<file path="src/rtl/stream_mux_4_1.sv">
// Four-to-one valid/ready stream mux with round-robin arbitration and a single registered output stage.
// One cycle latency from accept to Valid_Out; sustains one word per cycle when Ready_In stays high.
module stream_mux_4_1 #(
  parameter int DATA_WIDTH = 8
) (
  input  logic                  Clock_In,
  input  logic                  Reset_N_In,
  input  logic                  Enable_In,
  input  logic [DATA_WIDTH-1:0] Data_0_In,
  input  logic [DATA_WIDTH-1:0] Data_1_In,
  input  logic [DATA_WIDTH-1:0] Data_2_In,
  input  logic [DATA_WIDTH-1:0] Data_3_In,
  input  logic                  Valid_0_In,
  input  logic                  Valid_1_In,
  input  logic                  Valid_2_In,
  input  logic                  Valid_3_In,
  output logic                  Ready_0_Out,
  output logic                  Ready_1_Out,
  output logic                  Ready_2_Out,
  output logic                  Ready_3_Out,
  output logic [DATA_WIDTH-1:0] Data_Out,
  output logic                  Valid_Out,
  input  logic                  Ready_In,
  output logic [1:0]            Select_Out
);

  logic [DATA_WIDTH-1:0] data_arr [4];
  logic [3:0]            valid_vec;
  logic [3:0]            grant;
  logic [3:0]            ready_vec;
  logic [1:0]            ptr;
  logic [1:0]            winner;
  logic [1:0]            idx;
  logic                  win_vld;
  logic                  space;
  logic                  accept;
  logic                  xfer;

  assign data_arr[0] = Data_0_In;
  assign data_arr[1] = Data_1_In;
  assign data_arr[2] = Data_2_In;
  assign data_arr[3] = Data_3_In;
  assign valid_vec   = {Valid_3_In, Valid_2_In, Valid_1_In, Valid_0_In};

  assign space = ~Valid_Out | Ready_In;
  assign xfer  = Valid_Out & Ready_In;

  // Scan ptr, ptr+1, ... with natural 2-bit wrap; first valid channel wins.
  always_comb begin
    grant   = '0;
    winner  = ptr;
    win_vld = 1'b0;
    idx     = ptr;
    for (int i = 0; i < 4; i++) begin
      idx = ptr + 2'(i);
      if (!win_vld && valid_vec[idx]) begin
        win_vld = 1'b1;
        winner  = idx;
      end
    end
    if (win_vld) grant[winner] = 1'b1;
  end

  // Reset gates the readies so no producer sees an accept while the block is held.
  assign ready_vec = {4{Enable_In & space & Reset_N_In}} & grant;
  assign accept    = Enable_In & space & win_vld & Reset_N_In;

  assign Ready_0_Out = ready_vec[0];
  assign Ready_1_Out = ready_vec[1];
  assign Ready_2_Out = ready_vec[2];
  assign Ready_3_Out = ready_vec[3];

  always_ff @(posedge Clock_In or negedge Reset_N_In) begin
    if (!Reset_N_In) begin
      Data_Out   <= '0;
      Select_Out <= 2'd0;
      Valid_Out  <= 1'b0;
      ptr        <= 2'd0;
    end else if (accept) begin
      Data_Out   <= data_arr[winner];
      Select_Out <= winner;
      Valid_Out  <= 1'b1;
      ptr        <= winner + 2'd1;
    end else if (xfer) begin
      Valid_Out  <= 1'b0;
    end
  end

endmodule

</file>
<file path="config.mk">
export PLATFORM = sky130hd
export DESIGN_NAME = stream_mux_4_1
export DESIGN_NICKNAME = d
export VERILOG_FILES = /design/src/rtl/stream_mux_4_1.sv
export SDC_FILE = /design/constraint.sdc
export NUM_CORES = 1
export LEC_CHECK = 0
export ABC_AREA = 1
export CORE_MARGIN = 1
export CORE_UTILIZATION = 36
export DETAILED_ROUTE_END_ITERATION = 8
export HOLD_SLACK_MARGIN = 0.1
export PLACE_DENSITY = 0.7
export SETUP_SLACK_MARGIN = 0.5
export SYNTH_ARGS = -nofsm -noshare
export SYNTH_HDL_FRONTEND = slang
export SYNTH_SLANG_ARGS = --single-unit
</file>
<file path="constraint.sdc">
create_clock -name Clock_In -period 1.9 [get_ports Clock_In]
set_clock_uncertainty 0.2 [all_clocks]
set_input_delay 0.19 -clock Clock_In [delete_from_list [all_inputs] [get_ports Clock_In]]
set_output_delay 0.19 -clock Clock_In [all_outputs]
set_load 0.03 [all_outputs]
</file>
Word-level counts from Yosys, hierarchy flattened
Cells that the tools add are included.

storage, ports and cells
  bits in registers = 13
  bits of input ports = 40
  output and inout bits = 15
  word-level logic and storage cells = 55

operators by class
  add/subtract/negate cells = 4
  order comparisons = 7
  muxes and demuxes = 23
  bitwise operators = 9
  reduce and logical (&&, ||, !) cells = 8

operators by type and width
  operator                                                               count
  8-bit binary-select mux with 2-bit select                              1
  8-bit two-way mux                                                      2
  2-bit by 3-bit < comparator with 1-bit output, second input constant   5
  1-bit two-way mux                                                      11
  1-bit binary-select mux with 2-bit select                              4
  2-bit two-way mux                                                      3
  1-bit bitwise AND                                                      5
  2-bit by 1-bit adder with 2-bit output, second input constant          2
  2-bit adder, second input constant                                     2
  4-bit bitwise AND                                                      1
  1-bit logical AND                                                      4
  4-bit two-way mux                                                      1
  3-bit >= comparator, second input constant                             1
  1-bit zero test                                                        3
  2-bit inverter with 3-bit output                                       1
  1-bit demux with 2-bit select                                          1
  2-bit by 1-bit >= comparator with 1-bit output, second input constant  1
  2-bit nonzero test                                                     1
  1-bit inverter                                                         1
  1-bit OR                                                               1

Depth between registers and ports, before layout
  word-level depth = 18
  depth in mapped cells = 17
  depth with buffers taken out = 15

Worst setup path after synthesis
No wires, ideal clock.

  kind = register to output
  start = register ptr[0]
  end = output Ready_3_Out
  arrival = 1.923 ns
  data required time = 1.510 ns
  path slack = -0.413 ns
  cell stages (with the launch flop) = 14
  path buffers = 2
  cells stage by stage = dfrtp_1 -> inv_2 -> buf_6 -> nand2_1 -> nand3_1 -> nand2_2 -> nor2_8 -> nand3_1 -> nand2_1 -> nand2_1 -> nand2_1 -> buf_4 -> nand2_1 -> nor2_1

between the ends
  cells in the longest elaborated chain, start to end = 18
  elaborated cells between the ends (all ways) = 31
  those cells by class = add/sub (3); order compare (2); mux (18); bitwise (1); reduce/logical (7)

RTL lines
  item                                                                                    RTL line  source
  from (decl)                                                                             31        logic [1:0] ptr;
  from (signal assigned)                                                                  83        ptr <= winner + 2'd1;
  branches (longest 16 deep; another with 2-bit by 3-bit < comparator with 1-bit output)  --
  4-bit two-way mux *                                                                     61        if (win_vld) grant[winner] = 1'b1;
  4-bit bitwise AND *                                                                     65        assign ready_vec = {4{Enable_In & space & Reset_N_In}} & grant;
  to (decl)                                                                               20        output logic Ready_3_Out,

Every way passes the cells marked *. The select of a mux whose other input is x is not followed.

Final worst setup path
  start = register ptr[0]
  end = output Ready_0_Out

between the ends
  cells in the longest elaborated chain, start to end = 18
  elaborated cells between the ends (all ways) = 31
  those cells by class = add/sub (3); order compare (2); mux (18); bitwise (1); reduce/logical (7)

RTL lines
  item                                                                                    RTL line  source
  branches (longest 16 deep; another with 2-bit by 3-bit < comparator with 1-bit output)  --
  4-bit two-way mux *                                                                     61
  4-bit bitwise AND *                                                                     65
  to (decl)                                                                               17        output logic Ready_0_Out,

Marks and branches as above.

==> qor.yml <==
placement:
  finalWeightedCongestion: 0.8308
  placedInstanceArea_um2: 2310
  dp_cells: 346
  hpwl_um: 3170
  preCtsSetupSlack_ns: -0.4127
  port_buffers: 54
die:
  die-area_um2: 4340
  core_um2: 3799
  io_pins: 55
  start_util: 0.3867
  die_x_um: 65.88
  rows: 22
  fp.dieH_um: 65.88
synth:
  synth_edf_count: 0
  syn-num-nets: 263
  yosys_warnings: 0
  synthMuxAreaShare: 0
  yosys.area_share.simple: 0.6729
  yosysUniqueCellTypes: 22
  synth_xor_area_frac: 0
  syn_area_per_cell_um2: 6.587
  synth_top_family_by_area: "simple AND/OR/NAND/NOR gates"
  synth_compound_area_frac: 0.003407
  syn_inst: 223
  netlist_area_um2: 1469
  synth_seq_area_share: 0.2215
  ys_seq_elements: 13
  synthArstFlopShare: 1.000
  ys.flop_type: "dfrtp_1"
  yosys.area_share.adder: 0
cells_and_area:
  stdcell_count: 374
  seqCellArea_um2: 327.8
  fillers: 275
  postLayoutCoreUtil: 0.7586
  multi_input_area_um2: 1350
  nNetsFinal: 367
  design_area_um2: 2882
  layout_common_cells: "nand2_1 (74), clkdlybuf4s50_1 (39), buf_4 (34)"
  area_growth_pct: 96.17
  mostFrequentLayoutCell: "nand2_1"
  layout-drive-gt1-share: 0.5123
  antenna_cells: 0
clock_tree:
  cts_buffers: 3
  clk-insertion-delay-late_ns: 0.24
  clk_pin_slew_ns: 0.05
  cts.sink_count: 13
  root_buffer: "clkbuf_8"
  htree_levels: 1
  clockBufferDepth: 2
  cts_tree: "yes"
routing:
  drt.antenna.violating_nets: 0
  wl_per_cell_um: 13.98
  vias_per_cell: 4.789
  drt-total-wl_um: 5230
  drc: 0
  vias: 1791
  drtIter0Drc: 81
  first_pass_iters: 4
sta:
  fmax_ghz: 0.4121
  post-route-min-period_ns: 2.426
  layout_setup_ws_ns: -0.5264
  hold_violations: 0
  slew_viol_final: 0
  slew-limit-headroom: 0.7855
  setup_viol: 17
  rsz0062_at_grt: "true"
  tightest_slew_ns: 0.3231
  fin_crit_sh: 1.277
global_route:
  grt_use_total: 0.2399
  antenna_found_initial: 0
  grt_pass1_vias: 1745
  grt_pass1_wl_um: 7990
  grt_max_degree: 17
  overflow: 0
worst_setup_path:
  crit_type: "reg -> out"
  worstReg2RegStart: "ptr[0]$_DFFE_PN0P_"
  worstPathArrival_ns: 2.04
  path_max_fanout: 5
  reg2reg_slack_ns: -0.41
  cp-end-kind: "primary output"
  cp-start-kind: "flop"
  cp.required_ns: 1.51
  rr_endpoint: "Data_Out[4]$_DFFE_PN0P_"
  reg2regPathDepth: 16
power_and_ir_drop:
  p_leak_nw: 1.448
  power_mw: 5.787
  ir_worst_vdd_uv: 1255
  p_per_area_nw_per_um2: 2008
run:
  cap_violations: 0
outcome:
  status: "finished, violations left"
  violations: "setup timing"
min_path:
  hold_class: "in -> async"
-- power by group --
group / total, mW / switching [mW] / internal (mW)
combinational: 5.02 / 2.88 / 2.15
clock: 0.238 / 0.0908 / 0.147
sequential: 0.524 / 0.119 / 0.405
-- layer usage --
layer | wire length, µm | vias up | GRT usage
li1 | - | 926 | -
met1 | 2260 | 822 | 0.3079
met2 | 2728 | 35 | 0.4171
met3 | 154 | 8 | 0.01552
met4 | 86 | 0 | 0.08696
met5 | 0 | - | 0
-- registers in the layout, indices dropped and copies added, names as in the netlist --
register and count:
Data_Out 8, Select_Out 2, ptr 2, Valid_Out 1
-- worst max-delay path, cell delays in order (launching register included) --
cell	delay (ns)
dfrtp_2	0.46
buf_2	0.18
nand2_1	0.12
nand3_1	0.09
nand2_1	0.13
nand3_2	0.12
nand3_2	0.10
nand2_1	0.06
nand2_1	0.07
nand2_2	0.11
buf_6	0.14
nor2_4	0.09
buf_6	0.13
-- synthesized netlist by cell type (2+ instances only) --
library cell  instances  share of area
inv_1                 8          0.020
buf_2                 3          0.010
nand3_2              13          0.089
nand3_1              35           0.12
nand2_1             111           0.28
nand2_4               8          0.061
buf_6                 4          0.031
nor2_1                5          0.013
dfrtp_1              13           0.22
buf_4                 2          0.010
inv_2                 4          0.010
nand4_4               3          0.043
nand2_2               5          0.021
-- cell families (layout without fill, tap and decap cells) --
group | count (synthesis) | after routing
and+or+nand+nor | 185 | 186
AOI/OAI and AO/OA | 1 | 1
buffers and inverters | 24 | 126
DFF | 13 | 13
-- timing repair --
item,in CTS,in global routing
buffers inserted,18,4
setup endpoints to repair,28,23
pin swaps,21,9
hold endpoints to repair,0,0
gates cloned,1,1
resized for setup,57,50
hold buffers,0,0
-- area by class of cell --
class                      instances  area share
timing repair buffer             108      0.3561
multi-input combinational        187      0.4685
inverter                          14     0.02518
clock buffer                       4     0.01563
tap                               48     0.02084
sequential                        13      0.1138
-- how the worst max path moves through the flow --
stage / to / depth (start not counted) / start
6_report: Ready_0_Out / 12 / ptr[0]$_DFFE_PN0P_
5_1_grt: Ready_0_Out / 14 / ptr[0]$_DFFE_PN0P_
4_1_cts: Ready_2_Out / 15 / ptr[0]$_DFFE_PN0P_
3_5_place_dp: Data_Out[1]$_DFFE_PN0P_ / 16 / Valid_3_In
3_3_place_gp: Ready_0_Out / 13 / Valid_0_In
2_1_floorplan: Ready_3_Out / 15 / ptr[1]$_DFFE_PN0P_
-- metrics by stage --
stage                     hold slack, ns  TNS [ns]
after floorplan                  -0.3056   -0.7783
after global placement            0.2641    -4.782
after detailed placement          0.2691    -5.426
after CTS                         0.1680    -4.558
after global routing              0.1779    -7.632
final                             0.1636    -5.784
No activity file was read; power rests on OpenSTA's default activity.
